`src/rtl/axil_csr_pkg.sv`:
```
// Shared constants for the AXI4-Lite CSR slave.
//   RESP_OKAY / RESP_SLVERR : AXI response encodings
//   REG_ID / REG_SCRATCH    : well-known register indices
//   ID_VALUE_DEFAULT        : default contents of the read-only ID register
package axil_csr_pkg;

  localparam logic [1:0]  RESP_OKAY        = 2'b00;
  localparam logic [1:0]  RESP_SLVERR      = 2'b10;

  localparam int          REG_ID           = 0;
  localparam int          REG_SCRATCH      = 1;

  localparam logic [31:0] ID_VALUE_DEFAULT = 32'h5244_4D41;

endpackage

```
`src/rtl/axil_csr_slave.sv`:
```
// AXI4-Lite slave exposing a bank of 32-bit control/status registers.
// Reg 0 is a read-only ID; regs 1..NUM_REGS-1 are read/write with byte strobes.
// Ports:
//   clk, reset                 : clock, synchronous active-high reset
//   S_AXI_LITE_aw*/w*/b*       : write address / data / response channels
//   S_AXI_LITE_ar*/r*          : read address / data channels
//   reg_out                    : flat register contents, reg i at [32i+31:32i]
//   reg_wr_pulse               : one-cycle strobe per committed register write
// One outstanding write and one outstanding read; the channels run independently.
module axil_csr_slave
  import axil_csr_pkg::*;
#(
  parameter int          NUM_REGS   = 16,
  parameter int          ADDR_WIDTH = 32,
  parameter logic [31:0] ID_VALUE   = ID_VALUE_DEFAULT
) (
  input  logic                    clk,
  input  logic                    reset,
  input  logic [ADDR_WIDTH-1:0]   S_AXI_LITE_awaddr,
  input  logic [2:0]              S_AXI_LITE_awprot,
  input  logic                    S_AXI_LITE_awvalid,
  output logic                    S_AXI_LITE_awready,
  input  logic [31:0]             S_AXI_LITE_wdata,
  input  logic [3:0]              S_AXI_LITE_wstrb,
  input  logic                    S_AXI_LITE_wvalid,
  output logic                    S_AXI_LITE_wready,
  output logic [1:0]              S_AXI_LITE_bresp,
  output logic                    S_AXI_LITE_bvalid,
  input  logic                    S_AXI_LITE_bready,
  input  logic [ADDR_WIDTH-1:0]   S_AXI_LITE_araddr,
  input  logic [2:0]              S_AXI_LITE_arprot,
  input  logic                    S_AXI_LITE_arvalid,
  output logic                    S_AXI_LITE_arready,
  output logic [31:0]             S_AXI_LITE_rdata,
  output logic [1:0]              S_AXI_LITE_rresp,
  output logic                    S_AXI_LITE_rvalid,
  input  logic                    S_AXI_LITE_rready,
  output logic [NUM_REGS*32-1:0]  reg_out,
  output logic [NUM_REGS-1:0]     reg_wr_pulse
);

  localparam int IDX_W = $clog2(NUM_REGS);

  // Any address bit above the register index field marks an access as out of range.
  function automatic logic addr_oob(input logic [ADDR_WIDTH-1:0] a);
    return (a >> (IDX_W + 2)) != '0;
  endfunction

  logic                  aw_held;
  logic                  w_held;
  logic [ADDR_WIDTH-1:0] aw_addr_q;
  logic [31:0]           w_data_q;
  logic [3:0]            w_strb_q;
  logic [31:0]           regs [NUM_REGS];
  logic [31:0]           view [NUM_REGS];

  logic                  aw_hs, w_hs, ar_hs, commit;
  logic [ADDR_WIDTH-1:0] wr_addr;
  logic [31:0]           wr_data;
  logic [3:0]            wr_strb;
  logic [IDX_W-1:0]      wr_idx, rd_idx;
  logic                  wr_oob, rd_oob;

  assign S_AXI_LITE_awready = !reset && !aw_held && !S_AXI_LITE_bvalid;
  assign S_AXI_LITE_wready  = !reset && !w_held  && !S_AXI_LITE_bvalid;
  assign S_AXI_LITE_arready = !reset && !S_AXI_LITE_rvalid;

  always_comb begin
    aw_hs   = S_AXI_LITE_awvalid && S_AXI_LITE_awready;
    w_hs    = S_AXI_LITE_wvalid  && S_AXI_LITE_wready;
    ar_hs   = S_AXI_LITE_arvalid && S_AXI_LITE_arready;
    // Commit as soon as both halves are available, whether held or arriving now.
    commit  = (aw_held || aw_hs) && (w_held || w_hs);
    wr_addr = aw_held ? aw_addr_q : S_AXI_LITE_awaddr;
    wr_data = w_held  ? w_data_q  : S_AXI_LITE_wdata;
    wr_strb = w_held  ? w_strb_q  : S_AXI_LITE_wstrb;
    wr_idx  = wr_addr[IDX_W+1:2];
    wr_oob  = addr_oob(wr_addr);
    rd_idx  = S_AXI_LITE_araddr[IDX_W+1:2];
    rd_oob  = addr_oob(S_AXI_LITE_araddr);
  end

  // Reg 0 is a constant; its storage slot is never read through the view.
  always_comb begin
    for (int unsigned k = 0; k < NUM_REGS; k++) begin
      view[k] = (k == 0) ? ID_VALUE : regs[k];
    end
    reg_out = '0;
    for (int unsigned k = 0; k < NUM_REGS; k++) begin
      reg_out[32*k +: 32] = view[k];
    end
  end

  always_ff @(posedge clk) begin
    if (reset) begin
      aw_held           <= 1'b0;
      w_held            <= 1'b0;
      aw_addr_q         <= '0;
      w_data_q          <= '0;
      w_strb_q          <= '0;
      S_AXI_LITE_bvalid <= 1'b0;
      S_AXI_LITE_bresp  <= RESP_OKAY;
      reg_wr_pulse      <= '0;
      for (int unsigned k = 0; k < NUM_REGS; k++) begin
        regs[k] <= '0;
      end
    end else begin
      reg_wr_pulse <= '0;
      if (commit) begin
        aw_held           <= 1'b0;
        w_held            <= 1'b0;
        S_AXI_LITE_bvalid <= 1'b1;
        S_AXI_LITE_bresp  <= wr_oob ? RESP_SLVERR : RESP_OKAY;
        if (!wr_oob && wr_idx != IDX_W'(REG_ID)) begin
          for (int unsigned b = 0; b < 4; b++) begin
            if (wr_strb[b]) regs[wr_idx][8*b +: 8] <= wr_data[8*b +: 8];
          end
          reg_wr_pulse[wr_idx] <= 1'b1;
        end
      end else begin
        if (aw_hs) begin
          aw_held   <= 1'b1;
          aw_addr_q <= S_AXI_LITE_awaddr;
        end
        if (w_hs) begin
          w_held   <= 1'b1;
          w_data_q <= S_AXI_LITE_wdata;
          w_strb_q <= S_AXI_LITE_wstrb;
        end
      end
      // Readies are low while bvalid is set, so this never overlaps a commit.
      if (S_AXI_LITE_bvalid && S_AXI_LITE_bready) S_AXI_LITE_bvalid <= 1'b0;
    end
  end

  always_ff @(posedge clk) begin
    if (reset) begin
      S_AXI_LITE_rvalid <= 1'b0;
      S_AXI_LITE_rdata  <= '0;
      S_AXI_LITE_rresp  <= RESP_OKAY;
    end else if (ar_hs) begin
      S_AXI_LITE_rvalid <= 1'b1;
      S_AXI_LITE_rdata  <= rd_oob ? '0 : view[rd_idx];
      S_AXI_LITE_rresp  <= rd_oob ? RESP_SLVERR : RESP_OKAY;
    end else if (S_AXI_LITE_rvalid && S_AXI_LITE_rready) begin
      S_AXI_LITE_rvalid <= 1'b0;
    end
  end

  logic unused_bits;
  assign unused_bits = &{1'b0, S_AXI_LITE_awprot, S_AXI_LITE_arprot,
                         wr_addr[1:0], S_AXI_LITE_araddr[1:0]};

endmodule

```
`config.mk`:
```
export PLATFORM = sky130hd
export DESIGN_NAME = axil_csr_slave
export DESIGN_NICKNAME = d
export VERILOG_FILES = /design/src/rtl/axil_csr_pkg.sv /design/src/rtl/axil_csr_slave.sv
export SDC_FILE = /design/constraint.sdc
export NUM_CORES = 1
export LEC_CHECK = 0
export ABC_AREA = 1
export CAP_MARGIN = 0
export CORE_AREA = 2 2 268 270
export CTS_CLUSTER_DIAMETER = 30
export DETAILED_ROUTE_END_ITERATION = 6
export DIE_AREA = 0 0 270 272
export PLACE_DENSITY = 0.66
export RECOVER_POWER = 50
export SLEW_MARGIN = 20
export SYNTH_ARGS = -nofsm -noshare
export SYNTH_HDL_FRONTEND = slang
export SYNTH_SLANG_ARGS = --single-unit
```
`constraint.sdc`:
```
create_clock -name clk -period 2.65 [get_ports clk]
set_input_delay 0.53 -clock clk [delete_from_list [all_inputs] [get_ports clk]]
set_output_delay 0.53 -clock clk [all_outputs]
set_load 0.03 [all_outputs]
```
==> results of run 1 <==
## worst max path at each step
stage / start / to / slack, ps / cells past startpoint
6_report: w_held$_SDFFE_PP0P_ / S_AXI_LITE_wready / 130 / 2
5_1_grt: aw_held$_SDFFE_PP0P_ / regs[3][21]$_SDFFCE_PN0P_ / 30 / 12
4_1_cts: aw_held$_SDFFE_PP0P_ / S_AXI_LITE_awready / 0.5 / 2
3_5_place_dp: S_AXI_LITE_awaddr[9] / regs[15][22]$_SDFFCE_PN0P_ / -50 / 13
3_3_place_gp: S_AXI_LITE_awaddr[9] / regs[9][23]$_SDFFCE_PN0P_ / -50 / 13
2_1_floorplan: reset / S_AXI_LITE_rdata[22]$_SDFFE_PP0P_ / 390 / 9
## repair_timing
action	CTS	global route
resized for setup	0	1
endpoints found under the setup margin	0	1
hold buffers	0	0
## per-stage QoR
step	total power (W)	cell area, sq um
after CTS	0.03134	41960
after global routing	0.03195	41160
after floorplan	0.01274	27700
after global placement	0.01458	37330
final	0.03108	41160
after detailed placement	0.01462	37330
## sequential cells by signal, indices dropped and copies added, names as in the netlist
register and flops:
S_AXI_LITE_bvalid 1, regs 480, reg_wr_pulse 16, aw_held 1
S_AXI_LITE_rresp 1, aw_addr_q 30, S_AXI_LITE_rvalid 1, w_held 1
w_strb_q 4, S_AXI_LITE_bresp 1, S_AXI_LITE_rdata 32, w_data_q 32
## layer usage
| metal | vias up | GRT usage |
|---|---|---|
| met1 | 12020 | 0.3666 |
| met4 | 0 | 0.1284 |
| met5 | - | 0 |
| li1 | 11350 | - |
| met2 | 1577 | 0.4618 |
| met3 | 275 | 0.09504 |
## power by group through the flow
stage / logic [W] / clock network (W) / registers [W]
after floorplan: 0.00135 / 0 / 0.0114
after global routing: 0.00377 / 0.0174 / 0.0108
after CTS: 0.00369 / 0.0169 / 0.0108
after detailed placement: 0.00368 / 0 / 0.0109
after global placement: 0.00364 / 0 / 0.0109
final: 0.00359 / 0.0167 / 0.0108
## area by class of cell
class	count	area (sq um)
multi-input cells	2027	9200
inverters	43	173.9
clock buffers	159	3623
repair buffers	917	9141
fillers	6039	29590
clock inverters	85	1013
flip-flops and latches	600	16820
well taps	950	1189
## placed cells by master, fill, tap and decap left out, types with 2 or more instances in the layout
cell type / n
clkbuf_4: 2
o211ai_1: 11
nor2_1: 628
clkinv_2: 19
clkinv_8: 7
clkbuf_2: 19
clkbuf_1: 64
a21oi_1: 36
edfxtp_1: 480
dfxtp_1: 119
nand3_1: 477
mux2i_2: 11
buf_2: 2
clkinv_16: 2
dlygate4sd3_1: 329
buf_4: 137
mux2i_1: 21
clkbuf_16: 139
inv_6: 10
clkinv_4: 7
nor2_2: 64
inv_4: 4
bufinv_16: 15
clkinvlp_4: 10
clkdlybuf4s50_1: 303
nand2_1: 633
nand3_4: 27
conb_1: 35
inv_1: 37
nor3_1: 6
clkinv_1: 15
buf_12: 73
o21ai_0: 67
or2_1: 2
nand2_2: 2
clkbuf_8: 8
o21ai_1: 2
## logic make-up (layout without fill, tap and decap cells)
group | after synthesis | in the layout
mux | 32 | 32
simple gates | 1843 | 1843
compound gates | 117 | 117
other cells | 2 | 35
flops | 600 | 600
buf+inv | 259 | 1204
==> results.yml, run 1 <==
pwr:
  peakVddDrop_mv: 0.5448
  pwr-share-clk: 0.537
  switchingPower_w: 0.008099
  switching_share: 0.2606
  p_per_area_nw_per_um2: 755.2
  power_frac_comb: 0.115
  power_frac_seq: 0.347
  internal_power_w: 0.02298
  leakagePower_nw: 16.65
floorplanning:
  die_area_sq_um: 73440
  core_sq_um: 70750
  die-width_um: 270
  die_y_um: 272
  start_util: 0.3897
  ios: 682
  rows: 98
final_layout:
  final_cells: 4781
  postLayoutCoreUtil: 0.5817
  fin_nets: 3837
  final_layout_size_suffix_gt1_frac: 0.1472
  syn_to_final_growth_pct: 49.28
  antenna_cells: 0
drt:
  ant_nets: 0
  wl_per_cell_um: 23.13
  route.detailed.drc: 0
  via_count: 25230
  dr.max_layer_used: "met4"
  dr_wl_met3_um: 12670
  drtIter0Drc: 2937
  wl_met1_um: 42150
  route.met2.wl_um: 50570
  drt_first_pass_iters: 6
  via_per_inst: 5.277
  wirelength_um: 110600
hold_path:
  worstHoldPathCells: 2
  hold_path.class: "input port to register"
  min_from: "S_AXI_LITE_bready"
  worstHoldEndpoint: "S_AXI_LITE_bvalid$_SDFFE_PP0N_"
synth:
  synth_commonest_cells: "nand2_1, nor2_1, edfxtp_1, nand3_1, clkbuf_1"
  synth-compound-area-share: 0.02228
  yosys_warnings: 0
  synth_top_family_by_area: "simple AND/OR/NAND/NOR gates"
  yosys-top-cells-area: "edfxtp_1, dfxtp_1, nand2_1"
  synth_fa_ha_area_frac: 0
  synth_area_sq_um: 27570
  synth_most_common_cell: "nand2_1"
  async_flop_share: 0
  netlist_instances: 2853
  synthMuxAreaShare: 0.01162
  synth.distinct_cells: 34
  synth_xor_area_frac: 0
  yosysSeqAreaShare: 0.6099
  yosysTopAreaCell: "edfxtp_1"
  syn_avg_cell_area_sq_um: 9.664
  yosys_register_bits: 600
  yosys.area_share.simple: 0.3113
  synthFlopType: "edfxtp_1"
  synth_edf_count: 480
  yosysTopAreaCellShare: 0.5228
timing:
  whs_ps: 399.1
  fin_crit_sh: 0.9514
  setup_slack_ps: 128.8
  rsz0062_at_grt: "no"
  hold_viol: 0
  drv_slew: 0
  finalSetupTns_ps: 0
  worst_slew_pin_slew_ps: 1026
  fmax_ghz: 0.3966
  relSlewSlack: 0.3160
  setup_violations: 0
  skew_ps: 35.38
  fin_crit_ps: 2521
placement:
  dp_slack_ps: -52.89
  gp_congestion: 0.9458
  io_buffers: 637
  dp.cells: 4537
  hpwl_um: 81740
clock_network:
  cts_max_path_buffers: 3
  root_buffer: "clkbuf_16"
  h-tree-depth: 4
  clk_pin_slew_ps: 40
  clock_sinks: 600
  cts_tree: "yes"
  worstSkewPairLatency_ps: 700
  numCtsBuffers: 135
  post-cts-setup-buffers: 0
setup_path:
  reg2reg_to: "regs[14][15]$_SDFFCE_PN0P_"
  reg2reg_from: "aw_held$_SDFFE_PP0P_"
  path_cells: "nor3_1, clkdlybuf4s50_1"
  worst-setup-path-type: "register to output pin"
  timing.reg2reg.setup_slack_ps: 180
  cp.buffers_inverters: 1
  worstSetupStartpointType: "register"
  cp_slowest_stage_delay_ps: 730
  cp_data_arrival_time_ps: 1990
  required_ps: 2120
  path_max_fanout: 5
  cp-end-kind: "output pin"
  crit_slowest_cell: "clkdlybuf4s50_1"
  r2r_cells: 12
  crit_family: "buffers and inverters"
global_route:
  grtUsageTotal: 0.2921
  antenna_found_initial: 0
  overflow: 0
  grt_start_max_net_pins: 70
  grt_first_pass_wirelength_um: 157800
  grt_pass1_vias: 23860
status:
  status: "finished, final reports clean"
flow_run:
  maxCapViolations: 0
(Power assumes the default switching activity.)
==> run 2, diff against run 1 <==
GPL_ROUTABILITY_DRIVEN = 0   (was default)
==> run 2 against run 1 <==
Worst hold slack got worse by 5.2 ps. Power increased by 0.32%. Sequential share of layout area increased by 0.29 points. Largest cell class unchanged. Clock power about the same. Register-to-register slack got worse by 60 ps. First-iteration DRC count decreased by 6.1%. Maximum frequency decreased by 1.7%. Critical endpoint is now S_AXI_LITE_arready. Flip-flop and latch count unchanged.
==> results.yml, run 2 (same netlist as run 1, synthesis figures left out) <==
status:
  status: "finished, final reports clean"
setup_path:
  crit_slowest_cell: "clkdlybuf4s50_1"
  timing.reg2reg.setup_slack_ps: 120
  worstSetupStartpoint: "S_AXI_LITE_rvalid$_SDFFE_PP0P_"
  cp_slowest_stage_delay_ps: 740
  worstSetupStartpointType: "register"
  path_cells: "nor2_1, clkdlybuf4s50_1"
  cp-end-kind: "output pin"
  endpoint: "S_AXI_LITE_arready"
  worst-setup-path-type: "register to output pin"
  reg2reg_from: "S_AXI_LITE_rvalid$_SDFFE_PP0P_"
  r2r_cells: 8
  path_max_fanout: 3
  required_ps: 2120
  reg2reg_to: "S_AXI_LITE_rdata[7]$_SDFFE_PP0P_"
  cp_data_arrival_time_ps: 2030
drt:
  wl_per_cell_um: 23.08
  drtIter0Drc: 2759
  wirelength_um: 110100
  route.detailed.drc: 0
  via_per_inst: 5.285
  drt_first_pass_iters: 6
  via_count: 25220
  ant_nets: 0
final_layout:
  fin_area_sq_um: 40870
  final_cells: 4771
  antenna_cells: 0
  final_layout_size_suffix_gt1_frac: 0.1416
  layout_common_cells: "nand2_1, nor2_1, nand3_1, edfxtp_1, clkdlybuf4s50_1"
  syn_to_final_growth_pct: 48.22
  fin_nets: 3823
  layout_commonest_cell: "nand2_1"
  max_flop_register: "regs"
  reg.largest.list: "regs x480, S_AXI_LITE_rdata x32, w_data_q x32"
  largest_reg_flops: 480
hold_path:
  hold_path.class: "input port to register"
timing:
  worst_slew_pin_slew_ps: 1009
  hold_viol: 0
  fin_crit_sh: 0.9675
  relSlewSlack: 0.3276
  whs_ps: 393.9
  setup_slack_ps: 86.15
  skew_ps: 29.80
  finalSetupTns_ps: 0
  drv_slew: 0
  fmax_ghz: 0.3900
  setup_violations: 0
  fin_crit_ps: 2564
  rsz0062_at_grt: "no"
pwr:
  p_per_area_nw_per_um2: 763.1
  leakagePower_nw: 16.46
  peakVddDrop_mv: 0.5363
clock_network:
  root_buffer: "clkbuf_16"
  cts_max_path_buffers: 3
  clock_sinks: 600
  h-tree-depth: 4
  post-cts-setup-buffers: 0
  cts_hold_buf: 0
  worstSkewPairLatency_ps: 710
  numCtsBuffers: 135
  cts_tree: "yes"
  clk_pin_slew_ps: 50
flow_run:
  maxCapViolations: 0
floorplanning:
  die-width_um: 270
  ios: 682
  die_y_um: 272
  rows: 98
  start_util: 0.3897
  die_area_sq_um: 73440
  core_sq_um: 70750
placement:
  dp_slack_ps: -88.77
  dpl_cell_area_sq_um: 37160
  io_buffers: 637
  hpwl_um: 80690
  dp.cells: 4523
global_route:
  grt_start_max_net_pins: 86
  antenna_found_initial: 0
  overflow: 0
  grt_pass1_vias: 23480
  grtUsageTotal: 0.2902
  grt_first_pass_wirelength_um: 156000
-- run 2: changes by cell type in the layout (fill, tap and decap cells not counted), moves of 3 or more --
cell | before | now
nand3_1 | 477 | 492
nand3_4 | 27 | 11
clkbuf_4 | 2 | 5
clkinv_4 | 7 | 13
clkinv_1 | 15 | 11
clkbuf_2 | 19 | 13
clkdlybuf4s50_1 | 303 | 401
buf_12 | 73 | 67
dlygate4sd3_1 | 329 | 231
buf_4 | 137 | 126
clkbuf_1 | 64 | 69
-- run 2: critical path, delay by kind of cell, from the launching register on --
family        cells  cell delay [ps]
simple gates      1              270
buf+inv           1              740
flops             1              320
-- run 2: final cells by class --
cell class | instances | area, sq um
multi-input combinational | 2027 | 9029
timing repair buffer | 903 | 8975
sequential | 600 | 16820
clock buffer | 161 | 3610
tap | 950 | 1189
fill | 6090 | 29880
clock inverter | 87 | 1074
inverter | 43 | 173.9
-- run 2: per-stage QoR --
stage / utilization / power, W
2_1_floorplan: - / 0.01274
3_3_place_gp: 0.5252 / 0.01456
3_5_place_dp: 0.5252 / 0.01458
4_1_cts: 0.5914 / 0.03142
5_1_grt: 0.5776 / 0.03201
6_report: 0.5776 / 0.03118
-- run 2: repair_timing --
| action | in CTS | in global routing |
|---|---|---|
| hold endpoints to repair | 0 | 0 |
| gates resized for setup | 1 | 0 |
| endpoints found under the setup margin | 1 | 0 |
-- run 2: how the worst min path moves through the flow --
stage,start,endpoint,cells after the start
5_1_grt,S_AXI_LITE_bready,S_AXI_LITE_bvalid$_SDFFE_PP0N_,2
3_5_place_dp,aw_addr_q[6]$_SDFFE_PP0P_,aw_addr_q[6]$_SDFFE_PP0P_,2
6_report,S_AXI_LITE_bready,S_AXI_LITE_bvalid$_SDFFE_PP0N_,2
3_3_place_gp,aw_addr_q[6]$_SDFFE_PP0P_,aw_addr_q[6]$_SDFFE_PP0P_,2
2_1_floorplan,aw_addr_q[6]$_SDFFE_PP0P_,aw_addr_q[6]$_SDFFE_PP0P_,2
4_1_cts,S_AXI_LITE_bready,S_AXI_LITE_bvalid$_SDFFE_PP0N_,2
-- run 2: report_power, final --
group          internal (W)  switching (W)
Clock                0.0113        0.00555
Sequential           0.0105       0.000258
Combinational       0.00121        0.00237
-- run 2: metal layers --
layer / GRT usage / vias to the layer above / share of wire
met5: 0 / - / 0
met4: 0.1363 / 0 / 0.052
met3: 0.08640 / 294 / 0.11
met2: 0.4549 / 1573 / 0.45
met1: 0.3696 / 12020 / 0.38
li1: - / 11330 / -
